`config.mk`:
```
export PLATFORM = sky130hd
export DESIGN_NAME = trap_commit
export DESIGN_NICKNAME = d
export VERILOG_FILES = /design/src/rtl/trap_commit.sv
export SDC_FILE = /design/constraint.sdc
export NUM_CORES = 1
export LEC_CHECK = 0
export ABC_AREA = 1
export ABC_CLOCK_PERIOD_IN_PS = 6100
export CAP_MARGIN = 10
export CORE_UTILIZATION = 35
export DETAILED_ROUTE_END_ITERATION = 8
export PLACE_DENSITY = 0.66
export SLEW_MARGIN = 10
export SYNTH_ARGS = -nofsm -noshare
export SYNTH_HDL_FRONTEND = slang
export SYNTH_SLANG_ARGS = --single-unit
```
`constraint.sdc`:
```
create_clock -name CLK -period 6.1 [get_ports CLK]
set_input_delay 1.22 -clock CLK [delete_from_list [all_inputs] [get_ports CLK]]
set_output_delay 1.22 -clock CLK [all_outputs]
set_load 0.02 [all_outputs]
```
`src/rtl/trap_commit.sv`:
```
// Commits trap and mret decisions from the privilege stage: sequences the mepc/mcause/mstatus
// CSR writes, then issues a single-cycle flush and fetch redirect, and tracks the privilege mode.
module trap_commit #(
    parameter logic [1:0] MODE_RESET = 2'b11
) (
    input  logic        CLK,
    input  logic        RST,
    input  logic        MMU_WAIT,
    input  logic        TRAP_EN,
    input  logic [31:0] TRAP_PC,
    input  logic [31:0] TRAP_CODE,
    input  logic [31:0] TRAP_JMP_TO,
    input  logic        CHMODE_DO,
    input  logic [1:0]  CHMODE_TO,
    input  logic [31:0] MSTATUS,
    input  logic [31:0] MEPC,
    output logic        CSR_W_EN,
    output logic [11:0] CSR_W_ADDR,
    output logic [31:0] CSR_W_DATA,
    output logic        FLUSH,
    output logic        JMP_DO,
    output logic [31:0] JMP_PC,
    output logic [1:0]  MODE,
    output logic        INT_ALLOW,
    output logic        BUSY
);

    localparam logic [11:0] ADDR_MSTATUS = 12'h300;
    localparam logic [11:0] ADDR_MEPC    = 12'h341;
    localparam logic [11:0] ADDR_MCAUSE  = 12'h342;
    localparam logic [1:0]  MODE_MACHINE = 2'b11;

    typedef enum logic [2:0] {
        IDLE,
        W_EPC,
        W_CAUSE,
        W_STATUS,
        JUMP
    } state_t;

    typedef enum logic {
        KIND_TRAP,
        KIND_RET
    } kind_t;

    state_t      state;
    state_t      next_state;
    kind_t       kind;
    logic [31:0] lat_pc;
    logic [31:0] lat_code;
    logic [31:0] lat_jmp;
    logic [31:0] lat_status;
    logic [31:0] lat_epc;
    logic [1:0]  lat_mode;
    logic [1:0]  lat_to;
    logic [1:0]  mode;

    logic        accept_trap;
    logic        accept_ret;
    logic [31:0] status_trap;
    logic [31:0] status_ret;

    // A trap takes priority over a simultaneous mret; the mret is simply dropped.
    assign accept_trap = (state == IDLE) && !MMU_WAIT && TRAP_EN;
    assign accept_ret  = (state == IDLE) && !MMU_WAIT && !TRAP_EN && CHMODE_DO;

    always_comb begin
        status_trap        = lat_status;
        status_trap[7]     = lat_status[3];
        status_trap[3]     = 1'b0;
        status_trap[12:11] = lat_mode;
    end

    always_comb begin
        status_ret         = lat_status;
        status_ret[3]      = lat_status[7];
        status_ret[7]      = 1'b1;
        status_ret[12:11]  = 2'b00;
    end

    always_ff @(posedge CLK or posedge RST) begin
        if (RST) begin
            state <= IDLE;
        end else begin
            state <= next_state;
        end
    end

    // A stall freezes the sequence in place so the pending action replays on release.
    always_comb begin
        next_state = state;
        if (!MMU_WAIT) begin
            case (state)
                IDLE: begin
                    if (accept_trap) begin
                        next_state = W_EPC;
                    end else if (accept_ret) begin
                        next_state = W_STATUS;
                    end
                end
                W_EPC:    next_state = W_CAUSE;
                W_CAUSE:  next_state = W_STATUS;
                W_STATUS: next_state = JUMP;
                JUMP:     next_state = IDLE;
                default:  next_state = IDLE;
            endcase
        end
    end

    always_ff @(posedge CLK or posedge RST) begin
        if (RST) begin
            kind       <= KIND_TRAP;
            lat_pc     <= 32'h0;
            lat_code   <= 32'h0;
            lat_jmp    <= 32'h0;
            lat_status <= 32'h0;
            lat_epc    <= 32'h0;
            lat_mode   <= 2'b00;
            lat_to     <= 2'b00;
        end else if (accept_trap) begin
            kind       <= KIND_TRAP;
            lat_pc     <= TRAP_PC;
            lat_code   <= TRAP_CODE;
            lat_jmp    <= TRAP_JMP_TO;
            lat_status <= MSTATUS;
            lat_mode   <= mode;
        end else if (accept_ret) begin
            kind       <= KIND_RET;
            lat_epc    <= MEPC;
            lat_status <= MSTATUS;
            lat_to     <= CHMODE_TO;
        end
    end

    // The new privilege mode takes effect only as the redirect cycle completes.
    always_ff @(posedge CLK or posedge RST) begin
        if (RST) begin
            mode <= MODE_RESET;
        end else if ((state == JUMP) && !MMU_WAIT) begin
            mode <= (kind == KIND_TRAP) ? MODE_MACHINE : lat_to;
        end
    end

    always_comb begin
        CSR_W_EN   = 1'b0;
        CSR_W_ADDR = 12'h000;
        CSR_W_DATA = 32'h0;
        FLUSH      = 1'b0;
        JMP_DO     = 1'b0;
        JMP_PC     = 32'h0;
        if (!MMU_WAIT) begin
            case (state)
                W_EPC: begin
                    CSR_W_EN   = 1'b1;
                    CSR_W_ADDR = ADDR_MEPC;
                    CSR_W_DATA = lat_pc;
                end
                W_CAUSE: begin
                    CSR_W_EN   = 1'b1;
                    CSR_W_ADDR = ADDR_MCAUSE;
                    CSR_W_DATA = lat_code;
                end
                W_STATUS: begin
                    CSR_W_EN   = 1'b1;
                    CSR_W_ADDR = ADDR_MSTATUS;
                    CSR_W_DATA = (kind == KIND_TRAP) ? status_trap : status_ret;
                end
                JUMP: begin
                    FLUSH  = 1'b1;
                    JMP_DO = 1'b1;
                    JMP_PC = (kind == KIND_TRAP) ? lat_jmp : lat_epc;
                end
                default: begin
                end
            endcase
        end
    end

    assign MODE      = mode;
    assign BUSY      = (state != IDLE);
    assign INT_ALLOW = MSTATUS[3] && (state == IDLE);

endmodule
```
==> out/qor.yml <==
final_max_slew_viol_count: 0
ys_types: 23
dpl.cell_count: 1469
cts_max_level: 4
yosysTopAreaCellShare: 0.544
grt-ovfl-total: 0
syn-mean-instance-area_um2: 7.61
synthCells: 1004
post-cts-setup-buffer-count: 0
layout_commonest_cell: "nand2_1"
worstSkewPairLatency_ns: 0.43
grt_pass1_wl_um: 36400
final.setup.tns_ns: 0
p_per_area_nw_per_um2: 438
initial_core_util: 0.360
ant_nets: 0
fin_crit_sh: 0.767
hold_start: "lat_status[31]"
synth_xor_area_frac: 0
required_ns: 4.88
grt_start_max_net_pins: 101
die_w_um: 150
vdd_ir_drop_max_mv: 0.194
cap_violations: 0
grt_pass1_vias: 6986
drt-pass1-iter-count: 4
cts_tree: "yes"
max_freq_mhz: 214
hold_violations: 0
end_kind: "output pin"
rows: 53
rsz0062_at_grt: "false"
hold_slack_ns: 0.473
viasPerCell: 4.61
fin_nets: 1380
drtIter0Drc: 358
cts.hold.buffers_added: 0
synth_area_um2: 7640
layoutNonFillerInstCount: 1501
synth_top_family_by_area: "simple AND/OR/NAND/NOR gates"
cp.arrival_ns: 3.46
yosys.area_share.simple: 0.307
r2r-start: "state[2]"
worstMarginPinSlew_ns: 0.920
slew_headroom: 0.385
ys_ff_latch: 168
post-route-min-period_ns: 4.68
vias: 6921
drc: 0
cts_made_buffers: 17
antenna_cells: 0
critical_path_class: "in2out"
hpwlAfterDp_um: 14300
status: "complete, no violations"
grt_usage: 0.211
gp_congestion: 0.792
hold_class: "reg2reg"
setup_viol: 0
portBuffers: 240
synth_warnings: 0
synthAdderAreaFrac: 0
critPathLaunchType: "input port"
synth_top_cell_by_area: "dfrtp_1"
critPathMaxFanout: 32
cp-startpoint: "MMU_WAIT"
cts_buffer_depth: 2
io_pins: 250
yosys-mux-area-fraction: 0
drive_above_1_share: 0.0489
synth_area_leaders: "dfrtp_1 (54%), nand2_1 (29%), o21ai_0 (2.8%)"
core_um2: 21200
wirelength_um: 22600
most-common-layout-cells: "nand2_1 (584), clkdlybuf4s50_1 (240), dfrtp_1 (166)"
die_h_um: 150
die_area_um2: 22400
clk_pin_slew_ns: 0.06
drt-wirelength-per-cell_um: 15.1
fin_skew_ns: 0.00737
clock-root-buffer: "clkbuf_16"
antenna_found_initial: 0
area_growth_pct: 42.0
seq_area_frac_synth: 0.551
numClockSinks: 168
synth_compound_area_frac: 0.0721
cts.repair.resized: 0
power_leakage_nw: 5.24
[layer usage]
layer	GRT usage	up-vias	wire length (um)
li1	-	3478	-
met5	0	-	0
met3	0.0595	24	1910
met2	0.356	217	10500
met1	0.263	3202	9880
met4	0.0611	0	338
[worst paths after layout]
kind / depth (start not counted) / to / slack [ns]
min in group asynchronous: 2 / lat_jmp[6] / 1.25
max in group asynchronous: 3 / lat_code[6] / 3.88
min reg2reg: 2 / lat_status[31] / 0.47
min: 2 / lat_status[31] / 0.47
max: 5 / JMP_PC[8] / 1.42
max reg2reg: 7 / lat_status[3] / 3.40
[through the flow]
step	utilization	power, mW	area [um^2]	worst slack (ns)
floorplan	-	2.95	7660	0.337
global placement	0.481	3.55	10200	1.41
detailed placement	0.481	3.60	10200	1.41
CTS	0.511	4.82	10900	1.39
global route	0.511	5.12	10900	1.27
finish	0.511	4.76	10900	1.42
[kinds of logic (layout without fill, tap and decap cells)]
family,Yosys count,in the layout
AOI/OAI and AO/OA,103,103
buffers and inverters,122,338
DFF,168,168
other,1,7
and+or+nand+nor,610,610
[worst max-delay path, cell delays in order]
cell and delay, ns:
clkdlybuf4s50_1 0.58, nor3_4 0.40, inv_2 0.34, a21oi_1 0.27, clkdlybuf4s50_1 0.64
[where the power goes]
part           internal (mW)  total, mW  switching (mW)
logic                  0.638       1.66            1.02
registers               1.63       1.90           0.277
clock network          0.710       1.20           0.485
[synth_stat cells]
cell type  number
buf_2          24
a31oi_1        28
dfstp_2         2
a21oi_1        32
nor3_1          1
inv_1          49
nor4_1          1
nand3_2         2
clkbuf_1       28
nor3_2          1
dfrtp_1       166
inv_2           7
nand3b_1        1
buf_4          12
nor3_4          1
buf_1           2
nor2_2          2
nand2_1       584
nand3_1        10
conb_1          1
nor2_1          7
o21ai_1         1
o21ai_0        42
[flip-flops by register name, indices dropped and copies added, names as in the netlist]
name / count
lat_status: 30
lat_epc: 32
lat_jmp: 32
MODE: 2
lat_to: 2
lat_mode: 2
state: 3
lat_code: 32
lat_pc: 32
kind: 1
[area by class of cell]
class | instances | area [um^2]
Sequential cell | 168 | 4210
Clock buffer | 18 | 439
Clock inverter | 14 | 209
Inverter | 56 | 216
Fill cell | 2110 | 10400
Timing Repair Buffer | 250 | 2490
Multi-Input combinational cell | 720 | 2950
Tap cell | 275 | 344
(Power assumes the default switching activity.)
